$ cat src/rtl/thunder_pkg.sv
// Shared types and constants for the thunderbird tail-lamp sequencer.
// Seven-segment codes are {dp,g,f,e,d,c,b,a}, 1 = segment lit.
// The label text is only used when THUNDER_TEXT_EN is defined.
package thunder_pkg;

    typedef enum logic [1:0] {
        IDLE  = 2'd0,
        LEFT  = 2'd1,
        RIGHT = 2'd2,
        HAZ   = 2'd3
    } mode_e;

    // Letter shapes for the mode labels
    localparam logic [7:0] SEG_A     = 8'h77;
    localparam logic [7:0] SEG_d     = 8'h5E;
    localparam logic [7:0] SEG_E     = 8'h79;
    localparam logic [7:0] SEG_F     = 8'h71;
    localparam logic [7:0] SEG_G     = 8'h3D;
    localparam logic [7:0] SEG_H     = 8'h76;
    localparam logic [7:0] SEG_I     = 8'h06;
    localparam logic [7:0] SEG_L     = 8'h38;
    localparam logic [7:0] SEG_r     = 8'h50;
    localparam logic [7:0] SEG_t     = 8'h78;
    localparam logic [7:0] SEG_Z     = 8'h5B;  // drawn as the digit 2
    localparam logic [7:0] SEG_BLANK = 8'h00;

    // Hazard wins over everything, and both turn requests together also mean hazard.
    function automatic mode_e decode_req(input logic left_req,
                                         input logic right_req,
                                         input logic haz_req);
        mode_e m;
        if (haz_req || (left_req && right_req)) begin
            m = HAZ;
        end else if (left_req) begin
            m = LEFT;
        end else if (right_req) begin
            m = RIGHT;
        end else begin
            m = IDLE;
        end
        return m;
    endfunction

endpackage

$ cat src/rtl/thunder_prescaler.sv
// Step-rate prescaler: counts 0..TICK_DIV-1 and emits a one-cycle tick on
// the last count, then wraps. TICK_DIV must be at least 2.
module thunder_prescaler #(
    parameter int unsigned TICK_DIV = 12500000
) (
    input  logic clk_i,
    input  logic rst_n_i,
    output logic tick_o
);

    localparam int unsigned CW = (TICK_DIV > 2) ? $clog2(TICK_DIV) : 1;
    localparam logic [CW-1:0] LAST = CW'(TICK_DIV - 1);

    logic [CW-1:0] count_q;
    logic [CW-1:0] count_d;

    assign tick_o = (count_q == LAST);

    // Next count: wrap to zero on the tick cycle
    always_comb begin
        count_d = count_q + CW'(1);
        if (tick_o) begin
            count_d = '0;
        end
    end

    // Count register, cleared by synchronous reset
    always_ff @(posedge clk_i) begin
        if (!rst_n_i) begin
            count_q <= '0;
        end else begin
            count_q <= count_d;
        end
    end

endmodule

$ cat src/rtl/thunderbird_lamp_seq.sv
// Thunderbird tail-lamp sequencer top: mode FSM, step counter, lamp pattern
// decode and seven-segment mode label.
// Optional feature: define THUNDER_TEXT_EN to drive h5..h0 with the mode
// label; without it the label ROM is omitted and h0..h5 read 8'h00.
//
// Lamp pattern per step s (left half = upper LAMPS bits):
//   LEFT  : LEDn[LAMPS+k]   = (k < s), right half dark
//   RIGHT : LEDn[LAMPS-1-k] = (k < s), left half dark
//   HAZ   : all lamps lit when s == 1, dark when s == 0
//   IDLE  : dark
module thunderbird_lamp_seq
    import thunder_pkg::*;
#(
    parameter int unsigned LAMPS    = 3,
    parameter int unsigned TICK_DIV = 12500000
) (
    input  logic               Clock,
    input  logic               Resetn,
    input  logic               left_req,
    input  logic               right_req,
    input  logic               haz_req,
    output logic [2*LAMPS-1:0] LEDn,
    output logic [1:0]         mode,
    output logic [7:0]         h0,
    output logic [7:0]         h1,
    output logic [7:0]         h2,
    output logic [7:0]         h3,
    output logic [7:0]         h4,
    output logic [7:0]         h5
);

    localparam int unsigned SW = $clog2(LAMPS + 1);
    localparam logic [SW-1:0] LAST_STEP = SW'(LAMPS);

    logic               tick;
    mode_e              req;
    mode_e              mode_q;
    mode_e              mode_d;
    logic [SW-1:0]      step_q;
    logic [SW-1:0]      step_d;
    logic [LAMPS-1:0]   sweep_d;
    logic [2*LAMPS-1:0] led_q;
    logic [2*LAMPS-1:0] led_d;

    thunder_prescaler #(
        .TICK_DIV (TICK_DIV)
    ) u_prescaler (
        .clk_i   (Clock),
        .rst_n_i (Resetn),
        .tick_o  (tick)
    );

    assign req = decode_req(left_req, right_req, haz_req);

    // Mode and step transitions; nothing moves between ticks
    always_comb begin
        mode_d = mode_q;
        step_d = step_q;
        if (tick) begin
            unique case (mode_q)
                IDLE: begin
                    mode_d = req;
                    step_d = '0;
                end
                LEFT, RIGHT: begin
                    if (req == HAZ) begin
                        // hazard preempts a sweep immediately
                        mode_d = HAZ;
                        step_d = '0;
                    end else if (step_q == LAST_STEP) begin
                        // the sweep always completes; mode is re-evaluated at the dark gap
                        mode_d = req;
                        step_d = '0;
                    end else begin
                        step_d = step_q + SW'(1);
                    end
                end
                HAZ: begin
                    if ((step_q == SW'(1) || step_q == '0) && req != HAZ) begin
                        mode_d = req;
                        step_d = '0;
                    end else begin
                        step_d = (step_q == '0) ? SW'(1) : '0;
                    end
                end
                default: begin
                    mode_d = IDLE;
                    step_d = '0;
                end
            endcase
        end
    end

    // Lamp pattern for the state being entered, so outputs line up with it
    always_comb begin
        sweep_d = '0;
        for (int k = 0; k < int'(LAMPS); k++) begin
            sweep_d[k] = (k < int'(step_d));
        end
        led_d = '0;
        unique case (mode_d)
            LEFT: begin
                led_d[2*LAMPS-1:LAMPS] = sweep_d;
            end
            RIGHT: begin
                for (int k = 0; k < int'(LAMPS); k++) begin
                    led_d[LAMPS-1-k] = sweep_d[k];
                end
            end
            HAZ: begin
                led_d = (step_d == SW'(1)) ? '1 : '0;
            end
            default: begin
                led_d = '0;
            end
        endcase
    end

    // FSM state and registered lamp outputs
    always_ff @(posedge Clock) begin
        if (!Resetn) begin
            mode_q <= IDLE;
            step_q <= '0;
            led_q  <= '0;
        end else begin
            mode_q <= mode_d;
            step_q <= step_d;
            led_q  <= led_d;
        end
    end

    assign LEDn = led_q;
    assign mode = mode_q;

`ifdef THUNDER_TEXT_EN
    logic [47:0] label_q;
    logic [47:0] label_d;

    // Right-justified label {h5..h0} for the mode being entered
    always_comb begin
        label_d = '0;
        unique case (mode_d)
            IDLE:  label_d = {SEG_BLANK, SEG_BLANK, SEG_I, SEG_d, SEG_L, SEG_E};
            LEFT:  label_d = {SEG_BLANK, SEG_BLANK, SEG_L, SEG_E, SEG_F, SEG_t};
            RIGHT: label_d = {SEG_BLANK, SEG_r, SEG_I, SEG_G, SEG_H, SEG_t};
            HAZ:   label_d = {SEG_H, SEG_A, SEG_Z, SEG_A, SEG_r, SEG_d};
            default: label_d = '0;
        endcase
    end

    // Label register, showing the idle text out of reset
    always_ff @(posedge Clock) begin
        if (!Resetn) begin
            label_q <= {SEG_BLANK, SEG_BLANK, SEG_I, SEG_d, SEG_L, SEG_E};
        end else begin
            label_q <= label_d;
        end
    end

    assign h0 = label_q[7:0];
    assign h1 = label_q[15:8];
    assign h2 = label_q[23:16];
    assign h3 = label_q[31:24];
    assign h4 = label_q[39:32];
    assign h5 = label_q[47:40];
`else
    assign h0 = SEG_BLANK;
    assign h1 = SEG_BLANK;
    assign h2 = SEG_BLANK;
    assign h3 = SEG_BLANK;
    assign h4 = SEG_BLANK;
    assign h5 = SEG_BLANK;
`endif

endmodule

$ cat config.mk
export PLATFORM = sky130hd
export DESIGN_NAME = thunderbird_lamp_seq
export DESIGN_NICKNAME = d
export VERILOG_FILES = /design/src/rtl/thunder_pkg.sv /design/src/rtl/thunder_prescaler.sv /design/src/rtl/thunderbird_lamp_seq.sv
export SDC_FILE = /design/constraint.sdc
export NUM_CORES = 1
export LEC_CHECK = 0
export CAP_MARGIN = 20
export CORE_ASPECT_RATIO = 0.5
export CORE_MARGIN = 4
export CORE_UTILIZATION = 40
export CTS_CLUSTER_DIAMETER = 80
export DETAILED_ROUTE_END_ITERATION = 8
export MAX_ROUTING_LAYER = met4
export PLACE_DENSITY = 0.68
export SYNTH_ARGS = -nofsm -noshare
export SYNTH_HDL_FRONTEND = slang
export SYNTH_SLANG_ARGS = --single-unit
export TNS_END_PERCENT = 100
$ cat constraint.sdc
create_clock -name Clock -period 2.7 [get_ports Clock]
set_clock_uncertainty 0.05 [all_clocks]
set_input_delay 0.54 -clock Clock [delete_from_list [all_inputs] [get_ports Clock]]
set_output_delay 0.54 -clock Clock [all_outputs]
set_load 0.05 [all_outputs]
==> impl_metrics.tcl <==
set metrics [dict create \
    outcome "completed" \
    detailed_placement_wirelength_estimate_um 2640 \
    post_cts_hold_buffer_count 0 \
    chipHeight_um 58.6 \
    boundaryPins 61 \
    fin_crit_share_pct 85.7 \
    initial_standard_cell_utilization_of_the_core_pct 41.6 \
    slew_violations 0 \
    p_per_area_mw_per_mm2 495 \
    clock_insertion_delay_worst_skew_ns 0.28 \
    clock_tree.buffer_depth 2 \
    holdCritPathClass "reg2reg" \
    seqCellArea_um2 681 \
    antenna_violations_before_repair 0 \
    grt_usage_pct 11.5 \
    synth-seq-cells 34 \
    drt_drc_violations_left 0 \
    initialDrtViolationCount 46 \
    critical_path_class "reg2reg" \
    max_freq_mhz 432 \
    post_cts_resized 0 \
    cells_after_synthesis 238 \
    timing.critical_path.slowest_stage_cell "sky130_fd_sc_hd__or2_1" \
    drive_above_1_share_pct 9.02 \
    critical_path_peak_fanout 8 \
    rows 18 \
    critPathMaxStageDelay_ns 0.41 \
    clock_h_tree_levels 2 \
    synth_area_mm2 0.00205 \
    globalRouteOverflowTotal 0 \
    totalWireLength_um 3470 \
    setup_total_negative_slack_ns 0 \
    fill_cells 468 \
    worst_ep_arrival_time_ns 2.47 \
    grt_pass1_vias 1338 \
    fp.dieW_um 109 \
    finalCoreUtilization_pct 43.7 \
    crit_chain "ha_1 -> and4_1 -> nand3_2 -> or2_1 -> mux2i_4 -> or2_2 -> a21oi_1" \
    worstMarginPinSlew_ns 0.550 \
    yosysUniqueCellTypes 37 \
    route.antenna.remaining_nets 0 \
    numClockSinks 34 \
    mostFrequentLayoutCells "48 x sky130_fd_sc_hd__conb_1, 34 x sky130_fd_sc_hd__dfxtp_1, 28 x sky130_fd_sc_hd__nor2_1" \
    tritoncts "yes" \
    post-route-min-period_ns 2.31 \
    syn2layout_area_growth_pct 5.06 \
    detailroute.via_count 1464 \
    tritoncts.num_buffers 5 \
    grt_setup_unrepaired "no" \
    dominantRegCellSynth "sky130_fd_sc_hd__dfxtp_1" \
    placed_cell_area_mm2 0.00206 \
    layout.nets 265 \
    core_mm2 0.00493 \
    worst_slew_margin_rel_pct 63.1 \
    final_area_mm2 0.00215 \
    crit_path_start_kind "flop" \
    design.die.area_mm2 0.00641 \
    multi_input_area_mm2 0.00114 \
    total_leakage_power_nw 0.871 \
    gp_routability_congestion 0.792 \
    grt_pass1_wl_um 5600 \
    ys_warn_count 0 \
    synth_enable_flop_cells 0 \
    cts_post_setup_buffers_inserted 0 \
    peakVddDrop_v 0.000247 \
    post_synth.cell_area_avg_um2 8.62 \
    sequential_cell_area_fraction_in_the_yosys_report_pct 33.2 \
    setup.worst_path.end_class "flop" \
    vias_per_instance 4.50 \
    detail_route.wl_per_cell_um 10.7 \
    grt_start_max_net_pins 23 \
    first_pass_iters 4 \
    n_antenna_cell 0 \
    hold_violations 0 \
    critPathRequiredTime_ns 2.86 \
    layout.cells.most_common "sky130_fd_sc_hd__conb_1" \
    placedCellCount 317 \
    synth-async-reset-ratio_pct 0 \
    cap_viol_max_count 0 \
    finalNonFillerCells 325 \
    setup_viol 0 \
    total_of_buffers_placed_on_input_and_output_ports 12 \
    cts-root-buf "sky130_fd_sc_hd__clkbuf_8" \
    clk_pin_slew_worst_paths_ns 0.06 \
]
-- where the power goes --
| group | switching [mW] | leakage, nW | internal [mW] |
|---|---|---|---|
| sequential | 0.00407 | 0.274 | 0.505 |
| combinational | 0.162 | 0.548 | 0.0137 |
| clock | 0.176 | 0.0482 | 0.205 |
-- cell families (layout without fill, tap and decap cells) --
kind of cell / Yosys count / after routing / synth area share, %
AOI/OAI and AO/OA: 21 / 21 / 7.08
other: 1 / 48 / 0.183
and+or+nand+nor: 91 / 91 / 23.6
xor gates and xnor gates: 23 / 23 / 9.82
muxes: 4 / 4 / 2.68
buffers and inverters: 58 / 28 / 19.8
DFF: 34 / 34 / 33.2
adders and majority gates: 6 / 6 / 3.66
-- worst paths after layout --
kind	depth (start not counted)	endpoint	from	slack [ns]
worst max-delay path	7	LEDn[2]$_SDFF_PN0_	u_prescaler.count_q[0]$_SDFF_PP0_	0.39
worst min-delay path	1	u_prescaler.count_q[0]$_SDFF_PP0_	u_prescaler.count_q[0]$_SDFF_PP0_	0.42
worst max register to register	7	LEDn[2]$_SDFF_PN0_	u_prescaler.count_q[0]$_SDFF_PP0_	0.39
worst min register to register	1	u_prescaler.count_q[0]$_SDFF_PP0_	u_prescaler.count_q[0]$_SDFF_PP0_	0.42
-- sequential cells by signal, indices dropped and copies added (netlist names) --
register / cells
LEDn: 6
u_prescaler.count_q: 24
mode: 2
step_q: 2
-- synth_stat cells, types with 2 or more instances --
cell type	instances	area share, %
sky130_fd_sc_hd__xnor2_1	11	4.7
sky130_fd_sc_hd__nor2b_1	2	0.61
sky130_fd_sc_hd__inv_1	7	1.3
sky130_fd_sc_hd__nor2_1	28	5.1
sky130_fd_sc_hd__a21oi_1	7	1.7
sky130_fd_sc_hd__buf_4	48	18
sky130_fd_sc_hd__nand3_1	9	2.2
sky130_fd_sc_hd__nor4_2	2	1.2
sky130_fd_sc_hd__o31ai_4	2	2.1
sky130_fd_sc_hd__nand2_1	14	2.6
sky130_fd_sc_hd__nor4_1	2	0.61
sky130_fd_sc_hd__nand2b_1	3	0.92
sky130_fd_sc_hd__or2_2	5	1.5
sky130_fd_sc_hd__and4_1	3	1.3
sky130_fd_sc_hd__ha_1	6	3.7
sky130_fd_sc_hd__nand4_1	4	1.2
sky130_fd_sc_hd__nor3_1	3	0.73
sky130_fd_sc_hd__and3_1	8	2.4
sky130_fd_sc_hd__dfxtp_1	34	33
sky130_fd_sc_hd__xor2_1	12	5.1
sky130_fd_sc_hd__mux2_2	2	1.1
sky130_fd_sc_hd__clkbuf_1	2	0.37
sky130_fd_sc_hd__a31oi_1	4	1.2
sky130_fd_sc_hd__o21ai_0	7	1.7
-- stage by stage --
step                      hold WS (ns)  setup slack, ns  power [mW]
after CTS                        0.428            0.375        1.08
after global placement           0.398            0.279       0.693
final                            0.419            0.387        1.07
after floorplan                  0.380            0.283       0.735
after detailed placement         0.413            0.227       0.694
after global routing             0.448            0.193        1.11
-- critical path: cells and delay by family, from the launching register on --
| family | cells | cell delay (ns) |
|---|---|---|
| and+or+nand+nor | 4 | 1.13 |
| DFF | 1 | 0.38 |
| muxes | 1 | 0.29 |
| AOI/OAI and AO/OA | 1 | 0.16 |
| adders and majority gates | 1 | 0.23 |
-- cell type report --
class,count,share of cell area (%)
well taps,70,4.07
inverters,7,1.22
flip-flops and latches,34,31.6
clock buffers,7,4.01
repair buffers,13,5.92
clock inverters,1,0.232
multi-input cells,193,53.0
-- metal layers --
| layer | global-route usage, % | up-vias | share of wire, % |
|---|---|---|---|
| met1 | 12.8 | 657 | 45 |
| met5 | - | - | 0 |
| met4 | 5.68 | 0 | 1.6 |
| met2 | 19.0 | 72 | 44 |
| met3 | 3.61 | 6 | 10 |
| li1 | - | 729 | - |
Note: power is estimated with default switching activity, not from simulation.
